`src/rtl/param_universal_shift_register_if.sv`:
```
// Data/status bundle for the universal shift register; master drives controls, slave is the register.
// The parity output exists only when USR_PARITY_EN is defined.
interface param_universal_shift_register_if #(
  parameter int WIDTH = 8
);
  logic             en;
  logic [2:0]       mode;
  logic             sin;
  logic [WIDTH-1:0] din;
  logic             start;
  logic             msb_first;
  logic [WIDTH-1:0] dout;
  logic             sout;
  logic             busy;
  logic             done;
`ifdef USR_PARITY_EN
  logic             parity;
`endif

  modport master (
`ifdef USR_PARITY_EN
    input  parity,
`endif
    output en, mode, sin, din, start, msb_first,
    input  dout, sout, busy, done
  );

  modport slave (
`ifdef USR_PARITY_EN
    output parity,
`endif
    input  en, mode, sin, din, start, msb_first,
    output dout, sout, busy, done
  );
endinterface

```
`src/rtl/param_universal_shift_register.sv`:
```
// WIDTH-bit universal shift register (hold/load/shift/rotate/asr/clear) with an autonomous burst serialiser.
// Optional USR_PARITY_EN adds an XOR-reduction parity output of dout.
module param_universal_shift_register #(
  parameter int WIDTH = 8
) (
  input logic                              clk,
  input logic                              reset,
  param_universal_shift_register_if.slave  bus
);
  localparam int N     = WIDTH - 1;
  localparam int CNT_W = $clog2(WIDTH + 1);

  typedef enum logic {IDLE, BURST} state_t;

  state_t           state_q, state_d;
  logic [WIDTH-1:0] reg_q, reg_d;
  logic             sout_q, sout_d;
  logic             done_q, done_d;
  logic             dir_q, dir_d;
  logic [CNT_W-1:0] cnt_q, cnt_d;

  always_ff @(posedge clk or posedge reset) begin
    if (reset) begin
      state_q <= IDLE;
      reg_q   <= '0;
      sout_q  <= 1'b0;
      done_q  <= 1'b0;
      dir_q   <= 1'b0;
      cnt_q   <= '0;
    end else begin
      state_q <= state_d;
      reg_q   <= reg_d;
      sout_q  <= sout_d;
      done_q  <= done_d;
      dir_q   <= dir_d;
      cnt_q   <= cnt_d;
    end
  end

  always_comb begin
    state_d = state_q;
    reg_d   = reg_q;
    sout_d  = sout_q;
    done_d  = 1'b0;
    dir_d   = dir_q;
    cnt_d   = cnt_q;
    case (state_q)
      IDLE: begin
        if (bus.start) begin
          reg_d   = bus.din;
          cnt_d   = CNT_W'(WIDTH);
          dir_d   = bus.msb_first;
          sout_d  = 1'b0;
          state_d = BURST;
        end else if (bus.en) begin
          case (bus.mode)
            3'b000: sout_d = 1'b0;
            3'b001: begin
              reg_d  = bus.din;
              sout_d = 1'b0;
            end
            3'b010: begin
              reg_d  = {reg_q[N-1:0], bus.sin};
              sout_d = reg_q[N];
            end
            3'b011: begin
              reg_d  = {bus.sin, reg_q[N:1]};
              sout_d = reg_q[0];
            end
            3'b100: begin
              reg_d  = {reg_q[N-1:0], reg_q[N]};
              sout_d = reg_q[N];
            end
            3'b101: begin
              reg_d  = {reg_q[0], reg_q[N:1]};
              sout_d = reg_q[0];
            end
            3'b110: begin
              reg_d  = {reg_q[N], reg_q[N:1]};
              sout_d = reg_q[0];
            end
            default: begin
              reg_d  = '0;
              sout_d = 1'b0;
            end
          endcase
        end
      end
      BURST: begin
        // Controls are ignored here; the counter alone decides when the burst ends.
        if (dir_q) begin
          sout_d = reg_q[N];
          reg_d  = {reg_q[N-1:0], bus.sin};
        end else begin
          sout_d = reg_q[0];
          reg_d  = {bus.sin, reg_q[N:1]};
        end
        cnt_d = cnt_q - CNT_W'(1);
        if (cnt_q == CNT_W'(1)) begin
          state_d = IDLE;
          done_d  = 1'b1;
        end
      end
      default: state_d = IDLE;
    endcase
  end

  assign bus.dout = reg_q;
  assign bus.sout = sout_q;
  assign bus.busy = (state_q == BURST);
  assign bus.done = done_q;
`ifdef USR_PARITY_EN
  assign bus.parity = ^reg_q;
`endif
endmodule

```
`src/flat_wrapper.sv`:
```
// flat-port wrapper written by rule: the top's interface ports become plain ports
module param_universal_shift_register_flat 
#(
  parameter int WIDTH = 8
)
  (clk, reset, bus_en, bus_mode, bus_sin, bus_din, bus_start, bus_msb_first, bus_dout, bus_sout, bus_busy, bus_done);
  param_universal_shift_register_if #(.WIDTH(WIDTH)) bus_i ();
  input logic clk;
  input logic reset;
  input wire logic [$bits(bus_i.en)-1:0] bus_en;
  input wire logic [$bits(bus_i.mode)-1:0] bus_mode;
  input wire logic [$bits(bus_i.sin)-1:0] bus_sin;
  input wire logic [$bits(bus_i.din)-1:0] bus_din;
  input wire logic [$bits(bus_i.start)-1:0] bus_start;
  input wire logic [$bits(bus_i.msb_first)-1:0] bus_msb_first;
  output wire logic [$bits(bus_i.dout)-1:0] bus_dout;
  output wire logic [$bits(bus_i.sout)-1:0] bus_sout;
  output wire logic [$bits(bus_i.busy)-1:0] bus_busy;
  output wire logic [$bits(bus_i.done)-1:0] bus_done;
  assign bus_i.en = bus_en;
  assign bus_i.mode = bus_mode;
  assign bus_i.sin = bus_sin;
  assign bus_i.din = bus_din;
  assign bus_i.start = bus_start;
  assign bus_i.msb_first = bus_msb_first;
  assign bus_dout = bus_i.dout;
  assign bus_sout = bus_i.sout;
  assign bus_busy = bus_i.busy;
  assign bus_done = bus_i.done;
  param_universal_shift_register #(.WIDTH(WIDTH)) u_core (.clk(clk), .reset(reset), .bus(bus_i));
endmodule
```
`config.mk`:
```
export PLATFORM = sky130hd
export DESIGN_NAME = param_universal_shift_register_flat
export DESIGN_NICKNAME = d
export VERILOG_FILES = /design/src/rtl/param_universal_shift_register_if.sv /design/src/rtl/param_universal_shift_register.sv /design/src/flat_wrapper.sv
export SDC_FILE = /design/constraint.sdc
export NUM_CORES = 1
export LEC_CHECK = 0
export CAP_MARGIN = 15
export CORE_ASPECT_RATIO = 0.75
export CORE_MARGIN = 1.5
export CORE_UTILIZATION = 40
export DETAILED_ROUTE_END_ITERATION = 7
export GPL_TIMING_DRIVEN = 0
export PLACE_DENSITY = 0.77
export SLEW_MARGIN = 20
export SYNTH_ARGS = -nofsm -noshare
export SYNTH_HDL_FRONTEND = slang
export SYNTH_SLANG_ARGS = --single-unit
```
`constraint.sdc`:
```
create_clock -name clk -period 4.2 [get_ports clk]
set_input_delay 0.84 -clock clk [delete_from_list [all_inputs] [get_ports clk]]
set_output_delay 0.84 -clock clk [all_outputs]
set_load 0.005 [all_outputs]
```
==> out/qor.txt <==
Status: completed
RSZ-0062 raised after global routing: false
Max cap viols: 0
Peak supply drop: 305.7 uV
Num CTS Buffers: 3
Die Area: 3479 um2
Chip width: 67.61 um
CTS Hold Bufs: 0
Area contributors post-synth: dfrtp_1, mux2_2, mux2i_1
Max incr delay on CP: 0.54 ns
HP Class: flip-flop to flip-flop
Skew final: 0.004162 ns
GRT overflow: 0
Share of total power in combinational logic: 0.531
Worst setup SP type: primary input
Chip height: 51.46 um
Syn nets: 155
Buffer and inverter count on the worst path: 1
Worst-path clk slew: 0.07 ns
CTS tree: built
Layout area overhead: 28.17%
Drt drc: 0
Max FO, Critical Path: 8
Mean Syn Cell Area: 9.209 um2
Row cnt: 17
DR iter-0 viols: 131
Internal: 626.8 uW
Cell accounting for the most synthesized area: dfrtp_1
Crit share post-route: 0.5767
Clock Tree Buf Depth: 2
Via density: 5.970
Detailed Route WL: 3.387 mm
Vias in the first global route: 1131
Warning count from the yosys run: 0
Via Count: 1212
Worst-Margin Slew: 0.7378 ns
# setup viols final: 0
Ys async rst share: 1.000
Top cells by count, synth: dfrtp_1, nor2_1, o21ai_0
WP data arrival: 2.59 ns
RePlAce Congestion: 0.9086
Placed Instance Area: 1550 um2
Antenna violations before repair: 0
Minimum clock period: 2.422 ns
Top-area cell type share of the netlist area: 0.3197
H-tree Lvls: 1
First-pass GRT wire length: 5.464 mm
First-pass iteration count of the detailed router: 4
CP Capture Type: flip-flop
# resized after CTS: 0
Antenna cells: 0
Final net count: 185
Family with the most delay on the worst path: simple AND/OR/NAND/NOR gates
Initial core utilization: 0.4236
Power density over cell area: 632.2 nW/um2
Worst relative slew slack: 0.5046
Leakage: 0.6780 nW
Cells along the critical path: clkdlybuf4s50_1 -> nor2_1 -> and3_1 -> o21ai_0 -> a31oi_1
CP max-delay cell: clkdlybuf4s50_1
Port Buffers: 25
Setup TNS: 0 ns
Fin area: 1605 um2
Pins Over Slew Limit: 0
Flop pwr share: 0.330
Post-DP HPWL: 2.360 mm
Setup bufs post-CTS: 0
Post-Syn Area: 1252 um2
Mapped Cells: 136
Placed insts: 199
CORE AREA: 2957 um2
Seq/Total Area, Yosys: 0.3197
Worst Path Required: 4.36 ns
Sw power: 388.1 uW
Most common cell in the netlist: dfrtp_1
Total GRT Usage: 0.2129
Final cell count without fillers: 203
Worst Path Class, Setup: primary input to flip-flop
FILL cells: 291
Post-synthesis cell type count: 38
Wire per inst: 16.68 um
Root buf cell: clkbuf_8
Top_reg_cell synth: dfrtp_1
Post-synth EDFFs: 0
FF+latch count, synth: 16
Clock share of power: 0.140
Share of cells above drive strength 1: 0.1636
# IOs: 28
Clock sink count: 16
Switching share of total power: 0.3824
Largest net degree at the start of global routing: 17
Clock Latency Late Sink: 0.25 ns
Antenna-violating nets left: 0
Final Hold Fails: 0
Max frequency: 0.4129 GHz
[worst paths after layout]
path                       cells after the start             from                  to  slack [ns]
setup / recovery                               5        bus_start  u_core.bus.dout[5]        1.78
hold / removal                                 1  u_core.cnt_q[3]     u_core.bus.done        0.48
setup reg to reg                               4  u_core.bus.busy  u_core.bus.dout[5]        2.50
hold reg to reg                                1  u_core.cnt_q[3]     u_core.bus.done        0.48
max in group asynchronous                      2            reset     u_core.cnt_q[3]        2.81
min in group asynchronous                      2            reset  u_core.bus.dout[3]        0.97
[routing by layer]
metal	wire (um)	part of all wire	track usage	vias to the layer above
met2	1567	0.46	0.3448	50
met4	8	0.0024	0.04422	0
met5	0	0	0	-
li1	-	-	-	563
met1	1523	0.45	0.2886	596
met3	287	0.085	0.04846	3
[flip-flops by register name, summed over array words and instances (netlist names)]
name / cells
u_core.bus.busy: 1
u_core.bus.done: 1
u_core.bus.dout: 8
u_core.bus.sout: 1
u_core.cnt_q: 4
u_core.dir_q: 1
[layout by cell type (no fill, tap or decap), types with 4 or more instances in the layout]
master / count
mux2_2: 11
a21oi_1: 5
clkdlybuf4s50_1: 25
clkbuf_8: 4
a22o_1: 8
a22oi_1: 5
clkbuf_1: 5
dfrtp_1: 16
o21ai_0: 12
inv_1: 5
mux2i_1: 11
nand2_1: 4
nor2_1: 15
[logic make-up (layout without fill, tap and decap cells)]
kind of cell | count (synthesis) | count (layout) | share of synthesized area
AOI/OAI and AO/OA | 44 | 44 | 0.2518
and+or+nand+nor | 35 | 35 | 0.1478
muxes | 22 | 22 | 0.1868
DFF | 16 | 16 | 0.3197
buffers and inverters | 15 | 44 | 0.05994
adders and majority gates | 2 | 2 | 0.01998
xor gates and xnor gates | 2 | 2 | 0.01399
[final cells by class]
type                            count  area (um2)  area share
Multi-Input combinational cell    105       777.0      0.4840
Sequential cell                    16       400.4      0.2494
Timing Repair Buffer               25       250.2      0.1559
Buffer                             10       56.30     0.03507
Clock buffer                        4       55.05     0.03429
Tap cell                           38       47.55     0.02962
Inverter                            5       18.77     0.01169
[power by group through the flow]
stage | sequential (mW) | clock [mW] | combinational, mW
final | 0.335 | 0.142 | 0.539
after floorplan | 0.314 | 0 | 0.354
after CTS | 0.332 | 0.143 | 0.541
after global placement | 0.329 | 0 | 0.512
after detailed placement | 0.335 | 0 | 0.537
after global routing | 0.348 | 0.150 | 0.595
[metrics by stage]
step                      hold WS [ns]    util  total power, mW  setup WS, ns
final                           0.4847  0.5430            1.015         1.778
after global routing            0.5219  0.5430            1.093         1.584
after CTS                       0.4863  0.5430            1.016         1.797
after detailed placement        0.4774  0.5243           0.8722         1.528
after global placement          0.4702  0.5243           0.8405         1.568
after floorplan                 0.4446       -           0.6677         2.143
Note: power is estimated with default switching activity, not from simulation.
